$ cat src/rtl/move_cmd_if.sv
// Command handshake between the move scheduler (master) and the block datapath (slave).
interface move_cmd_if;
   logic       cmd_valid;
   logic [1:0] cmd_op;
   logic       cmd_ready;

   modport master (output cmd_valid, output cmd_op, input cmd_ready);
   modport slave  (input cmd_valid, input cmd_op, output cmd_ready);
endinterface

$ cat src/rtl/move_scheduler.sv
// Turns button levels, gravity ticks and game control into a single stream of motion
// commands for the block datapath, one command in flight at a time.
module move_scheduler #(
   parameter int DEPTH           = 4,
   parameter int BASE_PERIOD     = 1000,
   parameter int MIN_PERIOD      = 50,
   parameter int LINES_PER_LEVEL = 4
) (
   input  logic       clk,
   input  logic       reset,
   input  logic       start_i,
   input  logic       game_over_i,
   input  logic       left_i,
   input  logic       right_i,
   input  logic       rotate_i,
   input  logic       row_cleared_i,
   move_cmd_if.master cmd,
   output logic [3:0] level_o,
   output logic [2:0] fifo_count_o,
   output logic       overflow_o,
   output logic       running_o
);

   typedef enum logic [1:0] {IDLE, RUN, OVER} state_t;

   localparam int PW = (DEPTH > 1) ? $clog2(DEPTH) : 1;
   localparam logic [15:0] START_PERIOD =
      (BASE_PERIOD < MIN_PERIOD) ? 16'(MIN_PERIOD) : 16'(BASE_PERIOD);

   state_t        state_q, state_d;
   logic          left_q, right_q, rot_q;
   logic [3:0]    level_q, level_d;
   logic [7:0]    lines_q, lines_d;
   logic [15:0]   grav_q, grav_d, period_q, period_d;
   logic          dropPend_q, dropPend_d;
   logic          valid_q, valid_d, srcDrop_q, srcDrop_d;
   logic [1:0]    op_q, op_d;
   logic          overflow_q, overflow_d;
   logic [2:0]    count_q, count_d;
   logic [PW-1:0] rdPtr_q, rdPtr_d, wrPtr_q, wrPtr_d, headIdx;
   logic [1:0]    mem_q [DEPTH];

   logic          inRun, accept, popNow, retireDrop, pushReq, pushOk, full, wrap, memWe;
   logic [1:0]    pushOp;
   logic [15:0]   shifted, periodNext;

   function automatic logic [PW-1:0] ptrInc(input logic [PW-1:0] p);
      return (p == PW'(DEPTH - 1)) ? '0 : p + PW'(1);
   endfunction

   // Next-state logic: start overrides everything, then the RUN->OVER exit, then normal play.
   always_comb begin
      state_d    = state_q;
      level_d    = level_q;
      lines_d    = lines_q;
      grav_d     = grav_q;
      period_d   = period_q;
      dropPend_d = dropPend_q;
      valid_d    = valid_q;
      op_d       = op_q;
      srcDrop_d  = srcDrop_q;
      overflow_d = overflow_q;
      count_d    = count_q;
      rdPtr_d    = rdPtr_q;
      wrPtr_d    = wrPtr_q;
      memWe      = 1'b0;
      headIdx    = rdPtr_q;

      inRun      = (state_q == RUN);
      accept     = valid_q & cmd.cmd_ready;
      popNow     = accept & ~srcDrop_q;
      retireDrop = accept & srcDrop_q;
      pushReq    = inRun & ((rotate_i & ~rot_q) | ((left_i & ~left_q) ^ (right_i & ~right_q)));
      pushOp     = (rotate_i & ~rot_q) ? 2'b11 : ((left_i & ~left_q) ? 2'b01 : 2'b10);
      full       = (count_q == 3'(DEPTH));
      pushOk     = pushReq & (~full | popNow);
      wrap       = inRun & (grav_q >= period_q - 16'd1);
      shifted    = START_PERIOD >> level_q;
      periodNext = (shifted < 16'(MIN_PERIOD)) ? 16'(MIN_PERIOD) : shifted;

      if (start_i) begin
         state_d    = RUN;
         level_d    = '0;
         lines_d    = '0;
         grav_d     = '0;
         period_d   = START_PERIOD;
         dropPend_d = 1'b0;
         valid_d    = 1'b0;
         op_d       = 2'b00;
         srcDrop_d  = 1'b0;
         overflow_d = 1'b0;
         count_d    = '0;
         rdPtr_d    = '0;
         wrPtr_d    = '0;
      end else if (inRun && game_over_i) begin
         state_d    = OVER;
         grav_d     = '0;
         dropPend_d = 1'b0;
         valid_d    = 1'b0;
         op_d       = 2'b00;
         srcDrop_d  = 1'b0;
         count_d    = '0;
         rdPtr_d    = '0;
         wrPtr_d    = '0;
      end else if (inRun) begin
         // A new period is only picked up at a wrap so the tick in progress is never cut short.
         if (wrap) begin
            grav_d   = '0;
            period_d = periodNext;
         end else begin
            grav_d = grav_q + 16'd1;
         end
         dropPend_d = (dropPend_q & ~retireDrop) | wrap;

         if (row_cleared_i) begin
            if (lines_q >= 8'(LINES_PER_LEVEL - 1)) begin
               lines_d = '0;
               if (level_q != 4'hF) level_d = level_q + 4'd1;
            end else begin
               lines_d = lines_q + 8'd1;
            end
         end

         if (popNow) rdPtr_d = ptrInc(rdPtr_q);
         if (pushOk) begin
            memWe   = 1'b1;
            wrPtr_d = ptrInc(wrPtr_q);
         end
         if (pushReq && !pushOk) overflow_d = 1'b1;
         count_d = count_q + 3'(pushOk) - 3'(popNow);

         // Issue only from what remains after this cycle's retirement; drops outrank buttons.
         if (!valid_q || accept) begin
            headIdx = popNow ? ptrInc(rdPtr_q) : rdPtr_q;
            if (dropPend_q && !retireDrop) begin
               valid_d   = 1'b1;
               op_d      = 2'b00;
               srcDrop_d = 1'b1;
            end else if ((count_q - 3'(popNow)) != 3'd0) begin
               valid_d   = 1'b1;
               op_d      = mem_q[headIdx];
               srcDrop_d = 1'b0;
            end else begin
               valid_d   = 1'b0;
               op_d      = 2'b00;
               srcDrop_d = 1'b0;
            end
         end
      end
   end

   // State registers; button history is sampled every cycle regardless of game state.
   always_ff @(posedge clk) begin
      if (!reset) begin
         state_q    <= IDLE;
         left_q     <= 1'b0;
         right_q    <= 1'b0;
         rot_q      <= 1'b0;
         level_q    <= '0;
         lines_q    <= '0;
         grav_q     <= '0;
         period_q   <= START_PERIOD;
         dropPend_q <= 1'b0;
         valid_q    <= 1'b0;
         op_q       <= 2'b00;
         srcDrop_q  <= 1'b0;
         overflow_q <= 1'b0;
         count_q    <= '0;
         rdPtr_q    <= '0;
         wrPtr_q    <= '0;
      end else begin
         state_q    <= state_d;
         left_q     <= left_i;
         right_q    <= right_i;
         rot_q      <= rotate_i;
         level_q    <= level_d;
         lines_q    <= lines_d;
         grav_q     <= grav_d;
         period_q   <= period_d;
         dropPend_q <= dropPend_d;
         valid_q    <= valid_d;
         op_q       <= op_d;
         srcDrop_q  <= srcDrop_d;
         overflow_q <= overflow_d;
         count_q    <= count_d;
         rdPtr_q    <= rdPtr_d;
         wrPtr_q    <= wrPtr_d;
         if (memWe) mem_q[wrPtr_q] <= pushOp;
      end
   end

   assign cmd.cmd_valid = valid_q;
   assign cmd.cmd_op    = op_q;
   assign level_o       = level_q;
   assign fifo_count_o  = count_q;
   assign overflow_o    = overflow_q;
   assign running_o     = (state_q == RUN);

endmodule

$ cat src/flat_wrapper.sv
// flat-port wrapper written by rule: the top's interface ports become plain ports
module move_scheduler_flat 
#(
   parameter int DEPTH           = 4,
   parameter int BASE_PERIOD     = 1000,
   parameter int MIN_PERIOD      = 50,
   parameter int LINES_PER_LEVEL = 4
)
  (clk, reset, start_i, game_over_i, left_i, right_i, rotate_i, row_cleared_i, level_o, fifo_count_o, overflow_o, running_o, cmd_cmd_valid, cmd_cmd_op, cmd_cmd_ready);
  move_cmd_if cmd_i ();
  input  logic clk;
  input  logic reset;
  input  logic start_i;
  input  logic game_over_i;
  input  logic left_i;
  input  logic right_i;
  input  logic rotate_i;
  input  logic row_cleared_i;
  output logic [3:0] level_o;
  output logic [2:0] fifo_count_o;
  output logic overflow_o;
  output logic running_o;
  output wire logic [$bits(cmd_i.cmd_valid)-1:0] cmd_cmd_valid;
  output wire logic [$bits(cmd_i.cmd_op)-1:0] cmd_cmd_op;
  input wire logic [$bits(cmd_i.cmd_ready)-1:0] cmd_cmd_ready;
  assign cmd_cmd_valid = cmd_i.cmd_valid;
  assign cmd_cmd_op = cmd_i.cmd_op;
  assign cmd_i.cmd_ready = cmd_cmd_ready;
  move_scheduler #(.DEPTH(DEPTH), .BASE_PERIOD(BASE_PERIOD), .MIN_PERIOD(MIN_PERIOD), .LINES_PER_LEVEL(LINES_PER_LEVEL)) u_core (.clk(clk), .reset(reset), .start_i(start_i), .game_over_i(game_over_i), .left_i(left_i), .right_i(right_i), .rotate_i(rotate_i), .row_cleared_i(row_cleared_i), .cmd(cmd_i), .level_o(level_o), .fifo_count_o(fifo_count_o), .overflow_o(overflow_o), .running_o(running_o));
endmodule
$ cat config.mk
export PLATFORM = sky130hd
export DESIGN_NAME = move_scheduler_flat
export DESIGN_NICKNAME = d
export VERILOG_FILES = /design/src/rtl/move_cmd_if.sv /design/src/rtl/move_scheduler.sv /design/src/flat_wrapper.sv
export SDC_FILE = /design/constraint.sdc
export NUM_CORES = 1
export LEC_CHECK = 0
export BUFFER_PORTS_ARGS = -buffer_cell sky130_fd_sc_hd__buf_2
export CAP_MARGIN = 0
export CORE_MARGIN = 2
export CORE_UTILIZATION = 65
export DETAILED_ROUTE_END_ITERATION = 8
export PLACE_DENSITY_LB_ADDON = 0.25
export SYNTH_ARGS = -nofsm -noshare
export SYNTH_HDL_FRONTEND = slang
export SYNTH_SLANG_ARGS = --single-unit
$ cat constraint.sdc
create_clock -name clk -period 5.55 [get_ports clk]
set_clock_uncertainty 0.15 [all_clocks]
set_input_delay 0.2775 -clock clk [delete_from_list [all_inputs] [get_ports clk]]
set_output_delay 0.2775 -clock clk [all_outputs]
set_load 0.02 [all_outputs]
### Word level (Yosys, flattened, before mapping)

Memories as Yosys holds them, arrays and structs flattened.
Index checks and enable logic that the tools add are counted.
Widths: inputs -> output; s select.

* flip-flop bits (word level): 62
* bits in writable memories: 8
* input bits: 9
* logic and storage cells: 97
* memories kept: 1

* $add $sub $neg: 9
* magnitude comparators: 3
* eq/ne operators: 5
* shifts and indexed selects: 1
* multiplexer cells: 22
* bitwise logic cells: 22
* reduce and logical (&&, ||, !) cells: 17

Memory list
* u_core.mem_q: words 4, bits a word 2, read ports 1, clocked after memory_dff 0, wr ports 1, line move_scheduler.sv:41 `logic [1:0] mem_q [DEPTH];`

Operator list (number)
* $mux 16: 2
* $add 16x1->16 const B: 1
* $ge 16x16->1: 1
* $lt 16x6->1 const B: 1
* $shr 10x4->16 const A: 1
* $sub 16x1->16 const B: 1
* $mux 2: 7
* $mux 1: 12
* $and 1x1->1: 10
* $reduce_and 3->1: 3
* $add 8x1->8 const B: 1
* $ge 8x2->1 const B: 1
* $mux 8: 1
* $not 1->1: 8
* $sub 3x1->3: 2
* $reduce_and 5->1: 1
* $add 2x1->2 const B: 2
* $add 4x1->4 const B: 1
* $eq 2x2->1 const B: 2
* $ne 4x4->1 const B: 1
* $reduce_and 2->1: 2
* $add 3x1->3: 1
* $eq 3x3->1 const B: 1
* $logic_and 1x1->1: 3
* 9 further kinds: 13

### Logic depth before layout (Yosys ltp)

Gate-level depths: netlist of the first run.

* depth after elaboration: 13
* depth in mapped cells: 13

### Worst setup path after synthesis of the first run

OpenSTA, ideal clock, no wires.

* kind: flip-flop to flip-flop
* from: register u_core.period_q[0]
* to: register u_core.grav_q[0]
* data arrival time: 2.776 ns
* slack: 2.499 ns
* cell stages (with the launch flop): 14
* buffers on the path: 1
* period minus slack after synthesis: 3.051 ns
* cell sequence: dfxtp_1 > inv_1 > ha_1 > nor3b_1 > nand2_1 > nor3_1 > xnor2_1 > ha_1 > nand4_1 > or2_4 > o31a_4 > a21oi_4 > buf_6 > nor3_2

* word-level cells in the longest chain between the ends: 4

Ends and longest elaborated chain
* from (decl): line move_scheduler.sv:34 `logic [15:0] grav_q, grav_d, period_q, period_d;`
* from (signal assigned): line move_scheduler.sv:179 `period_q <= period_d;`
* $sub 16x1->16: line move_scheduler.sv:77 `wrap = inRun & (grav_q >= period_q - 16'd1);`
* $ge 16x16->1: line move_scheduler.sv:77
* $and 1x1->1: line move_scheduler.sv:77
* $mux 16: line move_scheduler.sv:107 `if (wrap) begin`
* to (signal assigned): line move_scheduler.sv:178 `grav_q <= grav_d;`
* to (decl): line move_scheduler.sv:34

Every way passes these cells.
A chain may end at the register's enable or synchronous reset.

### Worst setup path in the final report of the first run

* from: register u_core.period_q[0]
* to: register u_core.grav_q[9]

The elaborated chain is that of the path after synthesis.

==> metrics.csv, run 1 <==
stage,metric,value,unit
drt,per-cell routed wire length,14.7,um
floorplan,io pins,21,
worst_setup_path,Worst Path Arrival,3.64,ns
power_and_ir_drop,Net Sw Frac,24.1,%
placed_design,number of I/O port buffers,20,
logic_synthesis,Mapped Area,3640,um2
logic_synthesis,post-synthesis simple-gate area fraction,22.8,%
logic_synthesis,compound-gate portion of the synthesized area,13.4,%
placed_design,gp weighted congestion,0.834,
cells_and_area,"leading cell types in the layout, fill and taps excluded","dfxtp_1, ha_1, nand2_1, nor2_1, inv_1",
cts,Worst-Skew Late Latency,0.36,ns
sta,Final period util,64.7,%
cts,cts hold-fix bufs,2,
floorplan,core region area,5440,um2
global_route,met1 Resource Use GR,32.5,%
logic_synthesis,"area leader, netlist",dfxtp_1,
sta,RSZ-0062 raised after global routing,false,
logic_synthesis,yosys warns,0,
sta,Slew Limit Headroom,54.9,%
worst_setup_path,endpoint class of the critical path,register,
global_route,largest net degree at the start of global routing,29,
logic_synthesis,mean post-synth cell area,9.57,um2
worst_setup_path,r2r setup slk,1.96,ns
cts,total CTS buffers,9,
placed_design,Post-Place Worst Slack,2.01,ns
logic_synthesis,library cells used by synthesis,61,
cts,post-cts resize count,0,
global_route,first-pass GRT wire length,12400,um
worst_setup_path,startpoint types,register,
worst_setup_path,worst path bufs/invs,1,
logic_synthesis,synth top area cells,"dfxtp_1, ha_1, edfxtp_1",
drt,Post-DRT Antenna Nets,0,
power_and_ir_drop,Reg power frac,48.3,%
cells_and_area,Area Growth Syn to Fin,10.9,%
cts,CTS tree,done,
logic_synthesis,Syn Inst Count,380,
worst_setup_path,Required @ worst endpoint,5.60,ns
floorplan,die width,78.8,um
logic_synthesis,multiplexer share of the synthesized area,3.65,%
job,Max Cap Violations,0,
worst_setup_path,reg2reg end,u_core.grav_q[9],
worst_setup_path,critical path's largest stage delay,0.52,ns
worst_setup_path,crit path from,u_core.period_q[0],
power_and_ir_drop,total leakage power,1.60,nW
cts,clock slew at reported path FFs,0.08,ns
global_route,Congestion Overflow GR,0,
logic_synthesis,Synth Area in XOR/XNOR,7.23,%
power_and_ir_drop,Logic pwr share,5.4,%
sta,Slew @ Worst Pin,0.673,ns
sta,Final Max Slew Viols,0,
sta,final setup TNS,0,ns
cts,H-Tree Depth,3,
floorplan,die height,78.8,um
sta,fmax,0.278,GHz
worst_setup_path,critical path's slowest cell,a21oi_4,
sta,min Tclk post-route,3.59,ns
global_route,number of global-route vias before repair,2694,
worst_setup_path,Worst path depth,12,
cells_and_area,ratio of cells with drive above 1 in the final layout,15.1,%
power_and_ir_drop,Psw,239,uW
drt,DRT Pass-1 Iters,4,
drt,final wirelength,7070,um
cts,Clock Sinks,64,
cells_and_area,antenna cells,0,
sta,final worst slack,1.96,ns
power_and_ir_drop,Max rail drop VDD,0.000213,V
logic_synthesis,number of synthesized register bits,64,
logic_synthesis,Most used DFF post-synth,dfxtp_1,
logic_synthesis,Synth Area in Adders,11.9,%
drt,initial DRC count,101,
floorplan,Starting Density,66.9,%
placed_design,Final HPWL DP,5140,um
floorplan,Site Rows,27,
sta,final setup vio count,0,
power_and_ir_drop,clock network power share,46.3,%
placed_design,Placed Instances,463,
logic_synthesis,post-synthesis net count,423,
worst_hold_path,Min-Delay Path Class,in -> reg,
logic_synthesis,largest family of logic cells by synthesized area,simple AND/OR/NAND/NOR gates,
worst_setup_path,Worst R2R Start,u_core.period_q[0],
worst_setup_path,capture point of the worst path,u_core.grav_q[9],
drt,drc violations,0,
power_and_ir_drop,PwrDens,245,nW/um2
worst_setup_path,"CP delay by family, top",simple AND/OR/NAND/NOR gates,
logic_synthesis,Synth top area share,30.8,%
worst_setup_path,CP max FO,16,
worst_setup_path,"Cell Chain, Critical Path","inv_1, ha_1, nor3b_1, nand2_1, nor3_1, xnor2_1, ha_1, nand4_1, or2_4, o31a_4, a21oi_4, nor3_1",
cells_and_area,final core occ,74.2,%
cells_and_area,final layout net count,448,
logic_synthesis,"FFs w/ async S/R, synth",0,%
worst_setup_path,kind of critical path,reg -> reg,
logic_synthesis,sequential share of the synthesized area,37.4,%
sta,Hold Slack,0.0385,ns
drt,number of vias per cell,5.75,
global_route,GR met2 Demand/Resource,43.2,%
power_and_ir_drop,Int Pwr,749,uW
worst_setup_path,worst reg2reg path depth,12,
global_route,routing usage on met3,6.48,%
global_route,initial antenna violation count,0,
logic_synthesis,number of flops mapped to enable cells by yosys,8,
global_route,GR Util All Layers,25.9,%
cts,Root Buffer,clkbuf_8,
global_route,most used routing layer in global routing,met2,
cts,Setup Buffers After CTS,0,
floorplan,die footprint,6210,um2
drt,Via Count,2771,
cts,Max clock buf depth,2,
sta,Final Hold Fails,0,
cells_and_area,"most common cell after layout, fill and taps aside",dfxtp_1,
status,status,"finished, final reports clean",
cells_and_area,count of non-filler cells in the finished layout,482,
cell usage after synthesis, types with 3 or more instances:
master / count
nor3_2: 10
a31oi_1: 3
nor3_1: 14
a211oi_1: 10
a21oi_1: 20
mux2i_1: 11
xnor2_1: 17
a211o_1: 6
clkbuf_1: 4
inv_1: 21
nor2_1: 29
and2_1: 3
nand2_1: 30
nor2b_1: 3
ha_1: 33
o21ai_0: 5
or3_1: 3
edfxtp_1: 8
xor2_1: 13
nand2b_1: 11
nand3_1: 11
nand4_1: 6
and3_1: 10
dfxtp_1: 56
routing by layer:
metal / wire, um / vias up
met2: 3420 / 48
met3: 295 / 11
li1: - / 1411
met1: 3240 / 1301
met5: 0 / -
met4: 114 / 0
sequential cells by signal, indices dropped and copies added (netlist names), 3 cells and up:
register / flops
u_core.mem_q: 8
u_core.period_q: 10
u_core.lines_q: 8
u_core.fifo_count_o: 3
u_core.level_o: 4
u_core.grav_q: 16
per-stage QoR:
| step | area [um2] | power (mW) |
|---|---|---|
| 2_1_floorplan | 3640 | 0.526 |
| 3_3_place_gp | 3780 | 0.537 |
| 3_5_place_dp | 3780 | 0.539 |
| 4_1_cts | 4020 | 0.990 |
| 5_1_grt | 4030 | 1.02 |
| 6_report | 4030 | 0.988 |
final cells by class:
type,instances,area (um2)
Clock inverter,7,104
Tap cell,72,90.1
Multi-Input combinational cell,285,2140
Sequential cell,64,1360
Timing Repair Buffer,23,130
Fill cell,399,1410
Inverter,22,82.6
Clock buffer,9,124
worst min-delay path by stage:
stage                     slack, ns                   end                  from  cells after the start
after floorplan                0.25         u_core.left_q                left_i                      1
after global placement         0.29  u_core.cmd.cmd_op[1]  u_core.cmd.cmd_op[1]                      2
after detailed placement       0.29  u_core.cmd.cmd_op[0]  u_core.cmd.cmd_op[0]                      2
after CTS                     0.003          u_core.rot_q              rotate_i                      2
after global routing           0.04     u_core.state_q[0]               start_i                      3
final                          0.04     u_core.state_q[0]               start_i                      3
power groups by stage:
stage / clock (mW) / combinational (mW) / sequential, mW
2_1_floorplan: 0 / 0.0382 / 0.488
3_3_place_gp: 0 / 0.0499 / 0.488
3_5_place_dp: 0 / 0.0516 / 0.488
4_1_cts: 0.460 / 0.0529 / 0.477
5_1_grt: 0.485 / 0.0595 / 0.478
6_report: 0.457 / 0.0535 / 0.477
tightest hold or removal path, delay by kind of cell:
| family | cells | cell delay [ns] |
|---|---|---|
| compound gates | 1 | 0.04 |
| simple gates | 1 | 0.09 |
| buf+inv | 1 | 0.10 |
kinds of logic after synthesis:
logic type / count (synthesis)
simple gates: 147
xor+xnor: 30
buf+inv: 31
compound gates: 62
mux: 12
flops: 64
fa+ha+maj: 34
Note: power is estimated with default switching activity, not from simulation.
==> inputs of run 2 (changes only) <==
--- a/config.mk
+++ b/config.mk
@@ -5,10 +5,11 @@
 export SDC_FILE = /design/constraint.sdc
 export NUM_CORES = 1
 export LEC_CHECK = 0
+export ABC_AREA = 1
 export BUFFER_PORTS_ARGS = -buffer_cell sky130_fd_sc_hd__buf_2
 export CAP_MARGIN = 0
 export CORE_MARGIN = 2
-export CORE_UTILIZATION = 65
+export CORE_UTILIZATION = 55
 export DETAILED_ROUTE_END_ITERATION = 8
 export PLACE_DENSITY_LB_ADDON = 0.25
 export SYNTH_ARGS = -nofsm -noshare
==> constraint.sdc (replaced) <==
create_clock -name clk -period 3 [get_ports clk]
set_clock_uncertainty 0.15 [all_clocks]
set_input_delay 0.15 -clock clk [delete_from_list [all_inputs] [get_ports clk]]
set_output_delay 0.15 -clock clk [all_outputs]
set_load 0.02 [all_outputs]
==> metrics.csv, run 2 <==
stage,metric,value,unit,change
worst_setup_path,worst reg2reg path depth,16,,was 12
logic_synthesis,Synth top area share,30.2,%,was 30.8%
placed_design,Final HPWL DP,5300,um,was 5140 um
logic_synthesis,"count leader, synth",nand2_1,,was dfxtp_1
drt,drc violations,0,,unchanged
logic_synthesis,"FFs w/ async S/R, synth",0,%,unchanged
cells_and_area,"leading cell types in the layout, fill and taps excluded","nand2_1, inv_1, dfxtp_1, nor2_1, ha_1",,"was dfxtp_1, ha_1, nand2_1, nor2_1, inv_1"
cts,clock slew at reported path FFs,0.07,ns,was 0.08 ns
logic_synthesis,Syn Inst Count,496,,was 380
cts,Worst-Skew Late Latency,0.34,ns,was 0.36 ns
logic_synthesis,sequential share of the synthesized area,36.6,%,was 37.4%
drt,final wirelength,7340,um,was 7070 um
drt,per-cell routed wire length,11.9,um,was 14.7 um
worst_setup_path,Worst R2R Start,u_core.period_q[2],,was u_core.period_q[0]
worst_setup_path,crit path from,u_core.period_q[2],,was u_core.period_q[0]
floorplan,core region area,6460,um2,was 5440 um2
logic_synthesis,Most used DFF post-synth,dfxtp_1,,unchanged
floorplan,die footprint,7430,um2,was 6210 um2
cells_and_area,Area Growth Syn to Fin,14.5,%,was 10.9%
placed_design,gp weighted congestion,0.825,,was 0.834
sta,Final period util,93.5,%,was 64.7%
logic_synthesis,number of flops mapped to enable cells by yosys,8,,unchanged
floorplan,Site Rows,29,,was 27
worst_setup_path,CP max FO,14,,was 16
cells_and_area,final layout net count,577,,was 448
logic_synthesis,Mapped Area,3720,um2,was 3640 um2
cts,Root Buffer,clkbuf_8,,unchanged
worst_setup_path,Required @ worst endpoint,3.12,ns,was 5.60 ns
job,Max Cap Violations,0,,unchanged
cells_and_area,biggest regs,"u_core.grav_q: 16 flops, u_core.period_q: 10 flops",,unchanged
cts,Clock Sinks,64,,unchanged
cells_and_area,multi-input logic area,2020,um2,was 2140 um2
worst_setup_path,"Cell Chain, Critical Path","inv_1, nand3_2, nor3_4, inv_2, nor3_2, nand2_1, nor2_4, xor2_1, ha_1, a21oi_1, o21ai_1, a21oi_2, nand2_4, nand2_4, nand2_8, nor3_1",,"was inv_1, ha_1, nor3b_1, nand2_1, nor3_1, xnor2_1, ha_1, nand4_1, or2_4, o31a_4, a21oi_4, nor3_1"
worst_setup_path,startpoint types,register,,unchanged
logic_synthesis,mean post-synth cell area,7.49,um2,was 9.57 um2
worst_setup_path,reg2reg end,u_core.grav_q[4],,was u_core.grav_q[9]
power_and_ir_drop,PwrDens,429,nW/um2,was 245 nW/um2
logic_synthesis,number of synthesized register bits,64,,unchanged
sta,Slew @ Worst Pin,0.355,ns,was 0.673 ns
cells_and_area,Fillers,554,,was 399
drt,Via Count,3110,,was 2771
sta,Final Hold Fails,0,,unchanged
sta,final setup vio count,0,,unchanged
sta,fmax,0.356,GHz,was 0.278 GHz
power_and_ir_drop,Max rail drop VDD,0.000348,V,was 0.000213 V
drt,DRT Pass-1 Iters,4,,unchanged
worst_setup_path,Worst Path Arrival,2.92,ns,was 3.64 ns
placed_design,number of I/O port buffers,20,,unchanged
drt,Post-DRT Antenna Nets,0,,unchanged
floorplan,io pins,21,,unchanged
worst_hold_path,Min-Delay Path Class,in -> reg,,unchanged
status,status,"finished, final reports clean",,unchanged
worst_setup_path,endpoint class of the critical path,register,,unchanged
cells_and_area,max reg flops,16,,unchanged
floorplan,die width,86.2,um,was 78.8 um
worst_setup_path,Worst path most repeated cell,nand2_4,,
global_route,GR Util All Layers,21.4,%,was 25.9%
logic_synthesis,Synth top cells by count,"nand2_1, inv_1, dfxtp_1",,"was dfxtp_1, ha_1, nand2_1"
sta,Final Max Slew Viols,0,,unchanged
worst_setup_path,r2r setup slk,0.19,ns,was 1.96 ns
floorplan,Starting Density,57.5,%,was 66.9%
worst_setup_path,critical path's largest stage delay,0.34,ns,was 0.52 ns
cts,H-Tree Depth,3,,unchanged
logic_synthesis,library cells used by synthesis,35,,was 61
logic_synthesis,synth top area cells,"dfxtp_1, ha_1, nand2_1",,"was dfxtp_1, ha_1, edfxtp_1"
logic_synthesis,post-synthesis net count,539,,was 423
cells_and_area,antenna cells,0,,unchanged
cells_and_area,final instance area,4260,um2,was 4030 um2
global_route,number of global-route vias before repair,3045,,was 2694
floorplan,die height,86.2,um,was 78.8 um
drt,initial DRC count,120,,was 101
logic_synthesis,"area leader, netlist",dfxtp_1,,unchanged
global_route,initial antenna violation count,0,,unchanged
cells_and_area,ratio of cells with drive above 1 in the final layout,13.4,%,was 15.1%
global_route,first-pass GRT wire length,12900,um,was 12400 um
sta,Slew Limit Headroom,76.2,%,was 54.9%
cts,total CTS buffers,9,,unchanged
global_route,largest net degree at the start of global routing,20,,was 29
worst_setup_path,kind of critical path,reg -> reg,,unchanged
worst_hold_path,hold_sp,cmd_cmd_ready,,was start_i
sta,min Tclk post-route,2.81,ns,was 3.59 ns
logic_synthesis,yosys warns,0,,unchanged
cts,Max clock buf depth,2,,unchanged
cells_and_area,"most common cell after layout, fill and taps aside",nand2_1,,was dfxtp_1
cts,CTS tree,done,,unchanged
worst_setup_path,critical path's slowest cell,dfxtp_1,,was a21oi_4
cells_and_area,Sequential Area,1360,um2,unchanged
worst_setup_path,capture point of the worst path,u_core.grav_q[4],,was u_core.grav_q[9]
drt,number of vias per cell,5.05,,was 5.75
sta,final setup TNS,0,ns,unchanged
global_route,Congestion Overflow GR,0,,unchanged
cells_and_area,largest reg by FF count,u_core.grav_q,,unchanged
power_and_ir_drop,total leakage power,2.03,nW,was 1.60 nW
placed_design,Area after DPL,3880,um2,was 3780 um2
-- run 2: cell count changes in the layout (fill, tap and decap cells not counted), sizes merged, moves of 12 or more --
| cell | previous run | this run |
|---|---|---|
| inv | 22 | 90 |
| xnor2 | 17 | 5 |
| mux2i | 12 | 0 |
| nor2 | 29 | 65 |
| a21oi | 21 | 33 |
| o21ai | 7 | 20 |
| nand2 | 31 | 106 |
| nand2b | 12 | 0 |
-- run 2: cells by family after synthesis --
| family | synth area share [%] |
|---|---|
| flops | 36.6 |
| compound gates | 8.22 |
| xor+xnor | 3.54 |
| fa+ha+maj | 11.6 |
| simple gates | 29.6 |
| buf+inv | 10.4 |
-- run 2: where the power goes --
part           switching, mW  internal [mW]  leakage (nW)
Clock                  0.359          0.468         0.107
Sequential           0.00617          0.875         0.526
Combinational         0.0771         0.0402          1.39
Total                  0.442           1.38          2.03
-- run 2: area by class of cell --
class,instances,share of cell area (%)
clock buffer,9,2.91
clock inverter,7,2.21
inverter,89,7.85
multi-input combinational,336,47.4
sequential,64,32.0
tap,77,2.26
timing repair buffer,34,5.41
-- run 2: how the worst min path moves through the flow --
| stage | end | slack, ns | cells past startpoint |
|---|---|---|---|
| 2_1_floorplan | u_core.left_q | 0.09 | 2 |
| 3_3_place_gp | u_core.right_q | 0.19 | 3 |
| 3_5_place_dp | u_core.right_q | 0.20 | 3 |
| 4_1_cts | u_core.dropPend_q | 0.10 | 4 |
| 5_1_grt | u_core.dropPend_q | 0.12 | 4 |
| 6_report | u_core.dropPend_q | 0.12 | 4 |
-- run 2: worst max-delay path: cells and delay by family, from the launching register on --
family | cells | cell delay, ns
compound gates | 3 | 0.47
xor+xnor | 1 | 0.19
fa+ha+maj | 1 | 0.27
buf+inv | 2 | 0.14
flops | 1 | 0.34
simple gates | 9 | 1.18
-- run 2: metrics by stage --
step / total power, mW / util, % / std cells / setup slack [ns] / hold WS, ns
floorplan: 0.974 / - / 496 / 0.417 / 0.0935
CTS: 1.83 / 65.1 / 615 / 0.0146 / 0.105
global placement: 0.999 / 60.1 / 589 / 0.0754 / 0.191
finish: 1.83 / 65.9 / 616 / 0.194 / 0.121
global route: 1.89 / 65.9 / 616 / -0.0107 / 0.124
detailed placement: 1.00 / 60.1 / 589 / -0.0422 / 0.197
-- run 2: what timing repair did --
| item | CTS | global route |
|---|---|---|
| setup buffers | 0 | 1 |
| endpoints found under the setup margin | 5 | 24 |
| hold endpoints to repair | 6 | 0 |
| resized for setup | 1 | 8 |
| pin swaps | 0 | 2 |
| hold buffers | 10 | 0 |
-- run 2: per-layer routing --
| metal | global-route usage, % | routed length [um] |
|---|---|---|
| met2 | 38.6 | 3640 |
| met1 | 25.0 | 3310 |
| met3 | 5.24 | 248 |
| met4 | 6.82 | 139 |
| met5 | 0 | 0 |
==> inputs of run 3 (changes only) <==
--- a/config.mk
+++ b/config.mk
@@ -9,7 +9,7 @@
 export BUFFER_PORTS_ARGS = -buffer_cell sky130_fd_sc_hd__buf_2
 export CAP_MARGIN = 0
 export CORE_MARGIN = 2
-export CORE_UTILIZATION = 55
+export CORE_UTILIZATION = 65
 export DETAILED_ROUTE_END_ITERATION = 8
 export PLACE_DENSITY_LB_ADDON = 0.25
 export SYNTH_ARGS = -nofsm -noshare
==> constraint.sdc (replaced) <==
create_clock -name clk -period 3.5 [get_ports clk]
set_clock_uncertainty 0.15 [all_clocks]
set_input_delay 0.175 -clock clk [delete_from_list [all_inputs] [get_ports clk]]
set_output_delay 0.175 -clock clk [all_outputs]
set_load 0.02 [all_outputs]
==> metrics.csv, run 3 (synthesis results as in run 2) <==
stage,metric,value,unit,change
worst_setup_path,CP max FO,14,,unchanged
drt,DRT Pass-1 Iters,4,,unchanged
cts,CTS tree,done,,unchanged
floorplan,Site Rows,27,,was 29
worst_hold_path,hold_sp,row_cleared_i,,was cmd_cmd_ready
cts,Clock Sinks,64,,unchanged
sta,final setup vio count,0,,unchanged
power_and_ir_drop,total leakage power,1.98,nW,was 2.03 nW
placed_design,Area after DPL,3870,um2,was 3880 um2
worst_setup_path,worst reg2reg path depth,16,,unchanged
sta,Slew Limit Headroom,73.2,%,was 76.2%
power_and_ir_drop,Reg power frac,52.8,%,was 48.3%
power_and_ir_drop,Psw,358,uW,was 442 uW
cells_and_area,count of non-filler cells in the finished layout,607,,was 616
cells_and_area,"most common cell after layout, fill and taps aside",nand2_1,,unchanged
worst_setup_path,Worst R2R Start,u_core.period_q[0],,was u_core.period_q[2]
worst_setup_path,crit path from,u_core.period_q[0],,was u_core.period_q[2]
worst_setup_path,startpoint types,register,,unchanged
power_and_ir_drop,PwrDens,348,nW/um2,was 429 nW/um2
cells_and_area,biggest regs,"u_core.grav_q: 16 flops, u_core.period_q: 10 flops",,unchanged
drt,Post-DRT Antenna Nets,0,,unchanged
worst_setup_path,Required @ worst endpoint,3.62,ns,was 3.12 ns
global_route,number of global-route vias before repair,2979,,was 3045
placed_design,Placed Instances,583,,was 589
cells_and_area,"leading cell types in the layout, fill and taps excluded","nand2_1, inv_1, dfxtp_1, nor2_1, ha_1",,unchanged
cts,Worst-Skew Late Latency,0.35,ns,was 0.34 ns
sta,RSZ-0062 raised after global routing,false,,
status,status,"finished, final reports clean",,unchanged
cells_and_area,final instance area,4130,um2,was 4260 um2
sta,Final period util,84.1,%,was 93.5%
drt,initial DRC count,165,,was 120
floorplan,die height,79.6,um,was 86.2 um
floorplan,Starting Density,67.5,%,was 57.5%
cts,Root Buffer,clkbuf_8,,unchanged
power_and_ir_drop,Max rail drop VDD,0.000330,V,was 0.000348 V
global_route,largest net degree at the start of global routing,20,,unchanged
global_route,Congestion Overflow GR,0,,unchanged
global_route,first-pass GRT wire length,12900,um,unchanged
placed_design,number of I/O port buffers,20,,unchanged
placed_design,Final HPWL DP,5550,um,was 5300 um
floorplan,io pins,21,,unchanged
worst_setup_path,kind of critical path,reg -> reg,,unchanged
worst_setup_path,Worst Path Arrival,3.06,ns,was 2.92 ns
cells_and_area,Sequential Area,1360,um2,unchanged
power_and_ir_drop,clock network power share,40.6,%,was 45.3%
cts,H-Tree Depth,3,,unchanged
cells_and_area,multi-input logic area,1970,um2,was 2020 um2
power_and_ir_drop,Net Sw Frac,25.0,%,was 24.2%
cells_and_area,max reg flops,16,,unchanged
drt,per-cell routed wire length,12.6,um,was 11.9 um
cells_and_area,antenna cells,0,,unchanged
cts,Setup Buffers After CTS,0,,unchanged
worst_setup_path,endpoint class of the critical path,register,,unchanged
drt,drc violations,0,,unchanged
sta,Final Max Slew Viols,0,,unchanged
job,Max Cap Violations,0,,unchanged
cts,clock slew at reported path FFs,0.07,ns,about the same
cts,total CTS buffers,9,,unchanged
placed_design,Post-Place Worst Slack,0.534,ns,was -0.0422 ns
sta,min Tclk post-route,2.94,ns,was 2.81 ns
placed_design,gp weighted congestion,0.829,,was 0.825
sta,fmax,0.340,GHz,was 0.356 GHz
cells_and_area,final layout net count,573,,was 577
sta,Slew @ Worst Pin,0.401,ns,was 0.355 ns
cells_and_area,Fillers,408,,was 554
floorplan,die footprint,6340,um2,was 7430 um2
global_route,initial antenna violation count,0,,unchanged
cells_and_area,largest reg by FF count,u_core.grav_q,,unchanged
sta,final worst slack,0.556,ns,was 0.194 ns
floorplan,die width,79.6,um,was 86.2 um
global_route,GR Util All Layers,26.2,%,was 21.4%
sta,final setup TNS,0,ns,unchanged
sta,Hold Slack,0.0276,ns,was 0.121 ns
cells_and_area,Area Growth Syn to Fin,11.0,%,was 14.5%
cells_and_area,final core occ,74.9,%,was 65.9%
worst_hold_path,hold path cells,4,,unchanged
cts,Max clock buf depth,2,,unchanged
power_and_ir_drop,Int Pwr,1.08,mW,was 1.38 mW
worst_hold_path,Min-Delay Path Class,in -> reg,,unchanged
cells_and_area,ratio of cells with drive above 1 in the final layout,12.5,%,was 13.4%
floorplan,core region area,5510,um2,was 6460 um2
power_and_ir_drop,Tot Pwr,1.43,mW,was 1.83 mW
drt,final wirelength,7670,um,was 7340 um
drt,number of vias per cell,5.20,,was 5.05
sta,Final Hold Fails,0,,unchanged
power_and_ir_drop,Logic pwr share,6.6,%,was 6.4%
drt,Via Count,3154,,was 3110
-- run 3: cell types whose count changed in the layout (fill, tap and decap cells not counted), moves of 2 or more --
cell           previous run  this run
dlygate4sd3_1            10         8
buf_4                     4         2
clkbuf_8                  9        11
nand2_2                   4         6
bufinv_16                 2         0
nor3_1                   13        15
clkbuf_1                  0         2
-- run 3: routing by layer --
metal / wire, um / vias to the layer above / track usage, %
li1: - / 1646 / -
met1: 3310 / 1449 / 29.6
met2: 3990 / 40 / 47.3
met3: 210 / 19 / 5.20
met4: 159 / 0 / 12.1
met5: 0 / - / 0
-- run 3: path summary, 6_finish.rpt --
kind	to	slack [ns]
min reg2reg	u_core.lines_q[2]	0.30
min	u_core.lines_q[3]	0.03
max	u_core.grav_q[6]	0.56
max reg2reg	u_core.grav_q[6]	0.56
-- run 3: cell type report --
type	count	share of cell area, %
multi-input combinational	336	47.7
sequential	64	33.0
inverter	89	8.10
timing repair buffer	30	4.73
clock buffer	13	3.85
tap	72	2.18
clock inverter	3	0.425
-- run 3: critical path, stage by stage (launching register included) --
cell and delay [ns]:
dfxtp_1 0.30, inv_1 0.12, nand3_2 0.11, nor3_2 0.20, inv_2 0.05, nor3_2 0.15, nand2_1 0.09, nor2_2 0.17
xor2_1 0.18, ha_1 0.26, a21oi_1 0.15, o21ai_0 0.12, a21oi_2 0.22, nand2_4 0.11, nand2_2 0.10, nand2_2 0.19
nor3_1 0.19
-- run 3: power by group through the flow --
stage	clock network, mW	registers [mW]	logic, mW
4_1_cts	0.587	0.756	0.0932
2_1_floorplan	0	0.773	0.0623
3_3_place_gp	0	0.772	0.0818
5_1_grt	0.616	0.757	0.108
3_5_place_dp	0	0.773	0.0856
6_report	0.582	0.756	0.0950
-- run 3: what timing repair did --
item / CTS / global route
gates resized for setup: 0 / 0
hold buffers: 8 / 0
setup endpoints to repair: 0 / 0
hold endpoints to repair: 4 / 0
